## src/rtl/prty_err_mon_pkg.sv

```systemverilog
// -----------------------------------------------------------------------------
// prty_err_mon_pkg
// Shared definitions for the parity error monitor slice:
//   mon_state_t    two-state monitor FSM encoding (ARMED / LOCK)
//   prty_wth_cal   stripped data width for a bus carrying one parity bit per cell
//   DEF_*          default widths and threshold used by the monitor
// -----------------------------------------------------------------------------
package prty_err_mon_pkg;

  // ARMED waits for the first error; LOCK holds the captured word until cleared
  typedef enum logic {
    ARMED = 1'b0,
    LOCK  = 1'b1
  } mon_state_t;

  // Data bits left on a bus once every (possibly partial) cell gives up one parity bit
  function automatic int prty_wth_cal(input int bus_wth, input int cell_wth);
    return bus_wth - ((bus_wth + cell_wth - 1) / cell_wth);
  endfunction

  localparam int DEF_BUS_WTH  = 540;
  localparam int DEF_CELL_WTH = 64;
  localparam int DEF_DATA_WTH = prty_wth_cal(DEF_BUS_WTH, DEF_CELL_WTH);
  localparam int DEF_CNT_WTH  = 16;
  localparam int DEF_ERR_THR  = 1;

endpackage

```

## src/rtl/prty_err_mon_sat_cnt.sv

```systemverilog
// -----------------------------------------------------------------------------
// prty_err_mon_sat_cnt
// Saturating up-counter with synchronous clear. A clear and an increment in the
// same cycle leave the counter at 1, so the event that coincides with the clear
// is still counted.
// Ports:
//   clks     in   system clock
//   rst      in   synchronous active-high reset
//   clr      in   clear counter to zero (increment still applied afterwards)
//   inc      in   count one event
//   cnt      out  current count
//   cnt_nxt  out  value cnt takes at the next rising edge
// -----------------------------------------------------------------------------
module prty_err_mon_sat_cnt #(
  parameter int CNT_WTH = 16
) (
  input  logic               clks,
  input  logic               rst,
  input  logic               clr,
  input  logic               inc,
  output logic [CNT_WTH-1:0] cnt,
  output logic [CNT_WTH-1:0] cnt_nxt
);

  localparam logic [CNT_WTH-1:0] CNT_ONE = CNT_WTH'(1);

  // Next count: clear first, then apply the increment; hold at all-ones
  // rather than wrapping back to zero
  always_comb begin
    cnt_nxt = cnt;
    if (clr) begin
      cnt_nxt = inc ? CNT_ONE : '0;
    end else if (inc && (cnt != '1)) begin
      cnt_nxt = cnt + CNT_ONE;
    end
  end

  // Count register
  always_ff @(posedge clks) begin
    if (rst) begin
      cnt <= '0;
    end else begin
      cnt <= cnt_nxt;
    end
  end

endmodule

```

## src/rtl/prty_err_mon.sv

```systemverilog
// -----------------------------------------------------------------------------
// prty_err_mon
// Consumer of the parity checker. The checker reports its result one cycle
// after the word, so the word is delayed by one stage here to line up with the
// result. Errors are counted (saturating), compared against a threshold, and
// the first errored word after reset/clear is captured for diagnosis along
// with a one-cycle interrupt.
// Ports:
//   clks       in   system clock, rising edge
//   rst        in   synchronous active-high reset
//   din_vld    in   valid of word presented to checker
//   din        in   checker data_out
//   chk_rsult  in   checker result for the previous cycle's word
//   err_clr    in   pulse: clear counter, alarm, capture and re-arm
//   dout_vld   out  din_vld delayed one cycle
//   dout       out  din delayed one cycle
//   dout_err   out  parity error of the word currently on dout
//   err_cnt    out  saturating count of errored valid words
//   err_alm    out  err_cnt at or above ERR_THR
//   err_int    out  one-cycle pulse on first error after reset/clear
//   cap_vld    out  cap_data holds a captured word
//   cap_data   out  first errored word since reset/clear
// -----------------------------------------------------------------------------
module prty_err_mon
  import prty_err_mon_pkg::*;
#(
  parameter int DATA_WTH = DEF_DATA_WTH,
  parameter int CNT_WTH  = DEF_CNT_WTH,
  parameter int ERR_THR  = DEF_ERR_THR
) (
  input  logic                clks,
  input  logic                rst,
  input  logic                din_vld,
  input  logic [DATA_WTH-1:0] din,
  input  logic                chk_rsult,
  input  logic                err_clr,
  output logic                dout_vld,
  output logic [DATA_WTH-1:0] dout,
  output logic                dout_err,
  output logic [CNT_WTH-1:0]  err_cnt,
  output logic                err_alm,
  output logic                err_int,
  output logic                cap_vld,
  output logic [DATA_WTH-1:0] cap_data
);

  localparam logic [CNT_WTH-1:0] THR = CNT_WTH'(ERR_THR);

  mon_state_t         state;
  mon_state_t         state_nxt;
  logic               err_hit;
  logic               cap_load;
  logic [CNT_WTH-1:0] cnt_nxt;

  // Alignment stage: the word sits here during the cycle its checker result arrives
  always_ff @(posedge clks) begin
    if (rst) begin
      dout_vld <= 1'b0;
      dout     <= '0;
    end else begin
      dout_vld <= din_vld;
      dout     <= din;
    end
  end

  // A result only counts while an aligned word is actually present
  assign err_hit  = dout_vld & chk_rsult;
  assign dout_err = err_hit;

  prty_err_mon_sat_cnt #(
    .CNT_WTH(CNT_WTH)
  ) u_sat_cnt (
    .clks    (clks),
    .rst     (rst),
    .clr     (err_clr),
    .inc     (err_hit),
    .cnt     (err_cnt),
    .cnt_nxt (cnt_nxt)
  );

  // Alarm follows the counter's next value so it lines up with err_cnt;
  // the counter only falls on clear/reset, so the alarm does too
  always_ff @(posedge clks) begin
    if (rst) begin
      err_alm <= 1'b0;
    end else begin
      err_alm <= (cnt_nxt >= THR);
    end
  end

  // FSM state register
  always_ff @(posedge clks) begin
    if (rst) begin
      state <= ARMED;
    end else begin
      state <= state_nxt;
    end
  end

  // FSM next state: a clear re-arms first, so a hit in the same cycle locks again
  always_comb begin
    state_nxt = state;
    if (err_clr) begin
      state_nxt = err_hit ? LOCK : ARMED;
    end else if ((state == ARMED) && err_hit) begin
      state_nxt = LOCK;
    end
  end

  // FSM output decode: capture on a hit while armed, or while being re-armed
  always_comb begin
    cap_load = err_hit & ((state == ARMED) | err_clr);
  end

  // Capture register and interrupt pulse
  always_ff @(posedge clks) begin
    if (rst) begin
      cap_vld  <= 1'b0;
      cap_data <= '0;
      err_int  <= 1'b0;
    end else begin
      err_int <= cap_load;
      if (cap_load) begin
        cap_vld  <= 1'b1;
        cap_data <= dout;
      end else if (err_clr) begin
        cap_vld  <= 1'b0;
        cap_data <= '0;
      end
    end
  end

endmodule

```

## config.mk

```make
export PLATFORM = sky130hd
export DESIGN_NAME = prty_err_mon
export DESIGN_NICKNAME = d
export VERILOG_FILES = /design/src/rtl/prty_err_mon_pkg.sv /design/src/rtl/prty_err_mon_sat_cnt.sv /design/src/rtl/prty_err_mon.sv
export SDC_FILE = /design/constraint.sdc
export NUM_CORES = 1
export LEC_CHECK = 0
export BUFFER_PORTS_ARGS = -buffer_cell sky130_fd_sc_hd__buf_4
export CORE_AREA = 2 2 623 625
export DETAILED_ROUTE_END_ITERATION = 10
export DIE_AREA = 0 0 625 627
export GPL_ROUTABILITY_DRIVEN = 0
export SYNTH_ARGS = -nofsm -noshare
export SYNTH_HDL_FRONTEND = slang
export SYNTH_SLANG_ARGS = --single-unit
```

## constraint.sdc

```tcl
create_clock -name clks -period 2.39 [get_ports clks]
set_input_delay 0.239 -clock clks [delete_from_list [all_inputs] [get_ports clks]]
set_output_delay 0.239 -clock clks [all_outputs]
set_load 0.1 [all_outputs]
```

==> metrics.txt <==
Die W 625 um; Syn Area/Cell 12.8 um^2; hpwl dp 275,000 um; status completed; I/O pin cnt between 1,500 and 2,000; Setup crit end kind flop; CP arrival about 3.1 ns; internal power 33,000 uW; post-synthesis sequential area ratio 69.6%; CTS tree built; post-route clock period utilization 96.2%; grt ovf 0; Post-Route Setup TNS 0 ns; initial antenna violation count 153; number of global-route vias before repair 29,300; synthesized net count just under 3,000; Post-Syn Area about 31,000 um^2; cell count after synthesis 2,438; Cells after DPL around 9,000; drt drc 0; Rows between 200 and 250; P_leak 0.0259 uW; RSZ-0062 raised after global routing no; worst reg2reg setup slack between 0.09 and 0.1 ns; clk_lat worst skew 0.94 ns; clock power share 41.8%; Synth Flop Type dfxtp_1; vias 30,000; DR iter-0 viols 2,219; NumNets Final 5,313; Clk pin slew, worst setup/hold paths 0.07 ns; register share of total power 38.9%; Tot Pwr 49,500 uW; Switch Pwr 16,500 uW; min Tclk post-route 2.30 ns; H-Tree Depth 3; Cell variety after synth 44; maximum clock rate approximately 440 MHz; fill count 42,500; Final Worst Setup Slack 0.0920 ns; Starting Density under 10%; Total Wirelength ~320,000 um; final core occ 15.9%; switch share 33.4%; P&R area growth vs syn 96.6%; commonest cells after routing, fill and taps aside buf_4, dfxtp_1, dlygate4sd3_1, nor2b_1, a22o_1; Layout Cells excl Fill 10,000; Crit Path Class flop to flop; Power Density 809 nW/um^2; DR pass1 iterations 5; synthesized flop and latch total 1,083; relative slew slack roughly two fifths; largest fanout on the critical path 5; Worst VDD drop 0.583 mV; dpl ws 0.100 ns; GRT Overall Usage 15.4%; Post-DRT Antenna Nets 0; core box area 385,000 um^2; Final Setup Violations 0; critical path startpoint category flop; first-pass GRT wire length approximately 380,000 um; clock skew 0.108 ns; commonest non-fill, non-tap cell in the layout buf_4; async set-reset flop share out of synthesis 0%; combinational power share ~19%; clock sink count 1,083; pin count of the biggest net entering global routing roughly 120; share of post-route cells with drive strength above 1 between 30 and 40%; DR WL/cell 31.6 um; Longest Clk Path Bufs 4; # port buffers 1,618; Die Footprint 392,000 um^2; critical path required time 3.15 ns; DR vias/cell 3.00; max-cap violation count 0; Hold Path Class input pin to flop; Synth warnings 0; Die Ht 627 um; root buffer cell clkbuf_16; number of CTS-inserted buffers 124; Least-Margin Pin Slew 0.915 ns; number of flops mapped to enable cells by yosys 0; fin. max-slew vios 0; Hold Vio Cnt, Final 0
==> stage by stage <==
| step | instance area (um^2) | hold slack, ns |
|---|---|---|
| 2_1_floorplan | 31200 | 0.366 |
| 3_3_place_gp | 49800 | 0.443 |
| 3_5_place_dp | 49800 | 0.453 |
| 4_1_cts | 61000 | 0.00134 |
| 5_1_grt | 61200 | 0.0477 |
| 6_report | 61200 | 0.0931 |
==> synth_stat cells (2+ instances only) <==
master	instances	area, um^2
clkbuf_1	127	477
a22o_1	531	4650
nand4_1	2	12.5
a21oi_1	5	25.0
nor2_1	26	97.6
buf_2	49	245
nor3_1	7	35.0
nand4_2	2	25.0
xor2_1	4	35.0
nor2b_1	534	3340
and3_1	5	31.3
nand2_1	5	18.8
or3_2	2	15.0
nor4_1	3	18.8
mux2i_1	3	30.0
inv_1	3	11.3
nand3_1	9	45.0
o21ai_0	4	20.0
xnor2_1	8	70.1
dfxtp_1	1083	21700
clkbuf_8	2	27.5
or2_2	2	12.5
==> power groups by stage <==
stage	combinational (uW)	sequential [uW]	clock [uW]
2_1_floorplan	761	23700	0
3_3_place_gp	8600	19700	0
3_5_place_dp	8600	19700	0
4_1_cts	9740	19300	21300
5_1_grt	9900	19300	21900
6_report	9540	19300	20700
==> state kept, by name, summed over array words and instances (netlist names) <==
name,count
cap_data,531
dout,531
u_sat_cnt.cnt,16
cap_vld,1
dout_vld,1
err_alm,1
err_int,1
state,1
==> timing repair <==
action | 4_1_cts | 5_1_grt
endpoints found under the hold margin | 552 | 0
gates resized for setup | 0 | 2
setup buffers | 0 | 1
hold buffers | 695 | 0
endpoints found under the setup margin | 0 | 1
==> worst paths after layout <==
kind | start | end | cells after the start
worst max-delay path | u_sat_cnt.cnt[1] | err_alm | 9
worst min-delay path | din[17] | dout[17] | 3
worst max register to register | u_sat_cnt.cnt[1] | err_alm | 9
worst min register to register | dout[254] | cap_data[254] | 1
==> critical path, cell delays in order (launching register included) <==
cell     delay (ns)
dfxtp_4        0.37
ha_2           0.24
nand4_4        0.09
or4_4          0.53
buf_4          0.16
nand2_1        0.16
nor3_1         0.09
xnor2_1        0.25
and3_1         0.20
o22ai_1        0.07
==> cell type report <==
type / instances / area (um^2) / area share (%)
Clock inverter: 69 / 886 / 1.45
Timing Repair Buffer: 2394 / 20000 / 32.6
Tap cell: 5060 / 6330 / 10.3
Multi-Input combinational cell: 1169 / 8690 / 14.2
Antenna cell: 69 / 173 / 0.282
Clock buffer: 158 / 3440 / 5.62
Inverter: 4 / 20.0 / 0.0327
Sequential cell: 1083 / 21700 / 35.5
==> metal layers <==
layer,track usage (%),part of all wire (%),up-vias
met5,0,0.17,-
met4,6.71,5.0,84
met3,9.32,15,483
met2,24.4,45,1800
met1,16.3,35,14400
li1,-,-,13300
==> cells by family after synthesis <==
group,synth area share [%]
flops,69.6
simple gates,12.0
compound gates,15.2
buf+inv,2.57
xor+xnor,0.390
mux,0.133
fa+ha+maj,0.0402
No activity file was read; power rests on OpenSTA's default activity.
